[config.mk]
export PLATFORM = sky130hd
export DESIGN_NAME = turn_controller
export DESIGN_NICKNAME = d
export VERILOG_FILES = /design/src/rtl/turn_controller.sv
export SDC_FILE = /design/constraint.sdc
export NUM_CORES = 1
export LEC_CHECK = 0
export BUFFER_PORTS_ARGS = -buffer_cell sky130_fd_sc_hd__buf_2
export CORE_MARGIN = 10
export CORE_UTILIZATION = 40
export CTS_CLUSTER_DIAMETER = 120
export DETAILED_ROUTE_END_ITERATION = 8
export SYNTH_ARGS = -nofsm -noshare
export SYNTH_HDL_FRONTEND = slang
export SYNTH_SLANG_ARGS = --single-unit
[constraint.sdc]
create_clock -name CLK -period 2.74 [get_ports CLK]
set_clock_uncertainty 0.2 [all_clocks]
set_input_delay 0 -clock CLK [delete_from_list [all_inputs] [get_ports CLK]]
set_output_delay 0 -clock CLK [all_outputs]
set_load 0.1 [all_outputs]
[src/rtl/turn_controller.sv]
// Chess-clock front end: debounces player/start buttons, runs the game-state FSM,
// counts moves and converts timer flag-fall into a winner indication.
module turn_controller #(
  parameter int DEBOUNCE_TICKS = 8,
  parameter int MOVE_W         = 8
) (
  input  logic              CLK,
  input  logic              CLR_N,
  input  logic              CE,
  input  logic              BTN_P1,
  input  logic              BTN_P2,
  input  logic              BTN_START,
  input  logic              FLAG_P1,
  input  logic              FLAG_P2,
  output logic              SELECT,
  output logic              STOP,
  output logic [1:0]        WINNER,
  output logic              LOAD,
  output logic [MOVE_W-1:0] MOVE_CNT
);

  typedef enum logic [2:0] {
    ST_IDLE, ST_RUN_P1, ST_RUN_P2, ST_PAUSE, ST_OVER
  } state_t;

  localparam logic [7:0] TICK_LAST = 8'(DEBOUNCE_TICKS - 1);

  function automatic logic [MOVE_W-1:0] sat_inc(input logic [MOVE_W-1:0] v);
    return (&v) ? v : v + MOVE_W'(1);
  endfunction

  // Bit order for all button vectors: [0] start, [1] player 1, [2] player 2.
  logic [2:0]      btn_raw;
  logic [2:0]      sync_p0, sync_p1;
  logic [2:0]      deb_lvl, deb_lvl_q;
  logic [2:0][7:0] deb_cnt;
  logic [2:0]      press;

  assign btn_raw = {BTN_P2, BTN_P1, BTN_START};

  // Synchronizer and debounce stage
  always_ff @(posedge CLK or negedge CLR_N) begin
    if (!CLR_N) begin
      sync_p0   <= '0;
      sync_p1   <= '0;
      deb_lvl   <= '0;
      deb_lvl_q <= '0;
      deb_cnt   <= '0;
    end else begin
      sync_p0   <= btn_raw;
      sync_p1   <= sync_p0;
      deb_lvl_q <= deb_lvl;
      if (CE) begin
        for (int i = 0; i < 3; i++) begin
          if (sync_p1[i] != deb_lvl[i]) begin
            if (deb_cnt[i] == TICK_LAST) begin
              deb_lvl[i] <= sync_p1[i];
              deb_cnt[i] <= '0;
            end else begin
              deb_cnt[i] <= deb_cnt[i] + 8'd1;
            end
          end else begin
            deb_cnt[i] <= '0;
          end
        end
      end
    end
  end

  assign press = deb_lvl & ~deb_lvl_q;

  state_t            state_q, state_nx;
  logic              side_q, side_nx;
  logic [1:0]        winner_q, winner_nx;
  logic [MOVE_W-1:0] move_q, move_nx;
  logic              load_q, load_nx;

  // Game state registers
  always_ff @(posedge CLK or negedge CLR_N) begin
    if (!CLR_N) begin
      state_q  <= ST_IDLE;
      side_q   <= 1'b0;
      winner_q <= 2'b00;
      move_q   <= '0;
      load_q   <= 1'b0;
    end else begin
      state_q  <= state_nx;
      side_q   <= side_nx;
      winner_q <= winner_nx;
      move_q   <= move_nx;
      load_q   <= load_nx;
    end
  end

  // Flag is checked before any button so a flag-fall always ends the game.
  always_comb begin
    state_nx  = state_q;
    side_nx   = side_q;
    winner_nx = winner_q;
    move_nx   = move_q;
    load_nx   = 1'b0;
    case (state_q)
      ST_IDLE: begin
        if (press[0]) begin
          state_nx = ST_RUN_P1;
          side_nx  = 1'b0;
          load_nx  = 1'b1;
        end
      end
      ST_RUN_P1: begin
        if (FLAG_P1) begin
          state_nx  = ST_OVER;
          winner_nx = 2'b10;
        end else if (press[0]) begin
          state_nx = ST_PAUSE;
        end else if (press[1]) begin
          state_nx = ST_RUN_P2;
          side_nx  = 1'b1;
          move_nx  = sat_inc(move_q);
        end
      end
      ST_RUN_P2: begin
        if (FLAG_P2) begin
          state_nx  = ST_OVER;
          winner_nx = 2'b01;
        end else if (press[0]) begin
          state_nx = ST_PAUSE;
        end else if (press[2]) begin
          state_nx = ST_RUN_P1;
          side_nx  = 1'b0;
          move_nx  = sat_inc(move_q);
        end
      end
      ST_PAUSE: begin
        if (press[0]) state_nx = side_q ? ST_RUN_P2 : ST_RUN_P1;
      end
      ST_OVER: begin
        if (press[0]) begin
          state_nx  = ST_IDLE;
          side_nx   = 1'b0;
          winner_nx = 2'b00;
          move_nx   = '0;
          load_nx   = 1'b1;
        end
      end
      default: state_nx = ST_IDLE;
    endcase
  end

  always_comb begin
    STOP     = !((state_q == ST_RUN_P1) || (state_q == ST_RUN_P2));
    SELECT   = side_q;
    WINNER   = winner_q;
    LOAD     = load_q;
    MOVE_CNT = move_q;
  end

endmodule

==> metrics.md <==
| Metric | Value |
|---|---|
| Status | `complete, but fails checks` |
| Failing checks | `hold timing` |
| Die height | `101 um` |
| Fin crit share | `77.2%` |
| Crit path max-delay family | `simple AND/OR/NAND/NOR gates` |
| Initial cell density of the core | `40.9%` |
| Placer Congestion | `0.805` |
| Max-slew violation count | `0` |
| Post-synth EDFFs | `0` |
| Max IR drop VDD | `0.892 mV` |
| Clk buf depth | `2` |
| RSZ-0062 raised after global routing | `false` |
| Slowest CP cell | `dfrtp_1` |
| Pleak | `1.31 nW` |
| Most frequent cells in the layout | `51 x dfrtp_1, 26 x nand2_1, 20 x buf_2` |
| HPWL after DPL | `3.51 mm` |
| Fin Hold WS | `-0.00832 ns` |
| Syn_nets | `264` |
| Leading cell type in the layout, fill and taps excluded | `dfrtp_1` |
| Ys Warns | `0` |
| CTS tree | `yes` |
| Crit path launch type | `register` |
| Power per Cell Area | `955 nW/um^2` |
| Post-CTS setup buffer count | `0` |
| Predominant post-synthesis flop cell | `dfrtp_1` |
| Req. time, crit path | `2.76 ns` |
| Seq/Total Area, Yosys | `49.1%` |
| Num ports | `21` |
| Worst Path Max Fanout | `14` |
| Vias post-DR | `1984` |
| Max-cap violations | `0` |
| DR pass1 iterations | `5` |
| Chip Width | `101 um` |
| Via/cell ratio | `5.53` |
| Initial antenna violation count | `0` |
| Worst-skew pair later-pin latency | `0.30 ns` |
| Core area | `6350 sq um` |
| Share of cells above drive strength 1 | `17.4%` |
| Routed WL | `5.07 mm` |
| DRC violations left | `0` |
| CP peak stage delay | `0.55 ns` |
| Min Clock Period, post-route | `2.12 ns` |
| Final hold violations | `15` |
| Clock-pin slew on the worst setup and hold paths | `0.10 ns` |
| H-tree Lvls | `2` |
| Synth-to-layout area growth | `13.2%` |
| Synth Instances | `252` |
| Largest net degree at the start of global routing | `30` |
| Fmax | `473 MHz` |
| CP cell instances | `nand2b_1 -> a21oi_2 -> nand3_1 -> or4_1 -> o211ai_1` |
| FFs w/ async S/R, synth | `100%` |
| Layout Nets | `293` |
| N_diodes | `0` |
| Final design utilization | `46.3%` |
| Yosys cell types | `55` |
| Netlist Area Pre-Place | `2600 sq um` |
| CP endpoint kind | `register` |
| Worst-Margin Slew | `0.651 ns` |
| Vias in the first global route | `1926` |
| Floorplan row count | `29` |
| Buffers added on ports | `20` |
| Wire per inst | `14.1 um` |
| First-pass GRT wire length | `8.98 mm` |
| Total CTS buffers | `5` |
| Power Total | `2.81 mW` |
| Max-slew headroom | `56.3%` |
| WP buf/inv | `0` |
| Clk sinks | `51` |
| Class of the tightest hold or removal check | `input pin to asynchronous set/reset pin` |
| Finish-stage setup viols | `0` |
| Final cell count without fillers | `359` |
| Sum Neg Setup Slack | `0 ns` |
| Clock root cell | `clkbuf_8` |
| Final ANT Viol Nets | `0` |
| Die Area | `10100 sq um` |
| Congestion Overflow GR | `0` |
| # fillers | `600` |
| Syn avg cell area | `10.3 sq um` |
| Placed cell count | `344` |
| Critical Path AT | `2.14 ns` |
| FF+latch count, synth | `51` |
| DRT iter0 DRCs | `89` |
| Total track usage | `10.4%` |
| Critical path type | `register to register` |
cell families after synthesis:
kind of cell | count (synthesis) | share of synthesized area [%]
adders and majority gates | 4 | 1.93
and+or+nand+nor | 93 | 19.1
DFF | 51 | 49.1
xor gates and xnor gates | 10 | 3.37
buffers and inverters | 12 | 1.92
muxes | 9 | 3.80
AOI/OAI and AO/OA | 73 | 20.8
cell usage after synthesis (2+ instances only):
| cell | n | share of area [%] |
|---|---|---|
| mux2i_1 | 2 | 0.77 |
| or4_1 | 3 | 0.87 |
| o21ai_0 | 16 | 3.1 |
| o21ai_2 | 2 | 0.67 |
| nor2_1 | 10 | 1.4 |
| o31ai_1 | 9 | 2.6 |
| nand3_1 | 14 | 2.7 |
| o2bb2ai_1 | 7 | 2.4 |
| o22a_1 | 2 | 0.67 |
| nor3_1 | 6 | 1.2 |
| nand3b_1 | 2 | 0.58 |
| and3_1 | 8 | 1.9 |
| nand4_1 | 3 | 0.72 |
| xor2_1 | 5 | 1.7 |
| o21ai_1 | 4 | 0.77 |
| o211ai_1 | 3 | 0.87 |
| ha_1 | 4 | 1.9 |
| clkbuf_1 | 6 | 0.87 |
| a21oi_1 | 6 | 1.2 |
| dfrtp_1 | 51 | 49 |
| xnor2_1 | 5 | 1.7 |
| inv_1 | 4 | 0.58 |
| a21o_1 | 4 | 1.2 |
| a22o_1 | 3 | 1.0 |
| nor2b_1 | 4 | 0.96 |
| nand2_1 | 26 | 3.8 |
| and3_2 | 2 | 0.58 |
| a21oi_2 | 2 | 0.67 |
| mux2_2 | 6 | 2.6 |
| nor4_1 | 2 | 0.48 |
| o41ai_1 | 3 | 1.0 |
| nand2b_1 | 5 | 1.2 |
sequential cells by signal (all words and copies together), names as in the netlist:
signal / flops
deb_cnt: 24
MOVE_CNT: 8
deb_lvl: 3
deb_lvl_q: 3
state_q: 3
sync_p0: 3
sync_p1: 3
WINNER: 2
LOAD: 1
SELECT: 1
layout make-up:
type	count	area [sq um]	share of cell area, %
flip-flops and latches	51	1280	43.4
well taps	77	96.3	3.27
clock inverters	3	20.0	0.680
repair buffers	30	193	6.55
multi-input cells	189	1270	43.3
clock buffers	5	68.8	2.34
inverters	4	15.0	0.510
stage by stage:
stage	area, sq um	setup slack (ns)
floorplan	2600	0.119
CTS	2940	0.636
global route	2940	0.459
global placement	2780	0.688
detailed placement	2780	0.657
finish	2940	0.625
layer usage:
layer / track usage (%) / vias up / wire length (um)
met5: 0 / - / 0
met4: 3.04 / 0 / 48
met3: 2.88 / 6 / 258
met2: 15.8 / 47 / 2240
met1: 14.1 / 936 / 2520
li1: - / 995 / -
worst paths after layout:
path	end	depth (start not counted)	slack [ns]	from
min reg2reg	sync_p1[1]$_DFF_PN0_	0	0.16	sync_p0[1]$_DFF_PN0_
min in group CLK	sync_p0[0]$_DFF_PN0_	2	0.14	BTN_START
max in group asynchronous	MOVE_CNT[2]$_DFFE_PN0P_	3	1.58	CLR_N
max reg2reg	MOVE_CNT[5]$_DFFE_PN0P_	5	0.62	state_q[0]$_DFFE_PN0P_
max	MOVE_CNT[5]$_DFFE_PN0P_	5	0.62	state_q[0]$_DFFE_PN0P_
min	sync_p0[0]$_DFF_PN0_	2	-0.008	CLR_N
repair_timing:
item	CTS	global route
hold buffers	7	0
gates resized for setup	0	0
endpoints found under the hold margin	37	0
where the power goes:
group / leakage, nW / switching (mW) / internal (mW)
registers: 0.656 / 0.187 / 0.881
clock network: 0.0402 / 0.246 / 0.178
logic: 0.615 / 0.958 / 0.360
No activity file was read; power rests on OpenSTA's default activity.
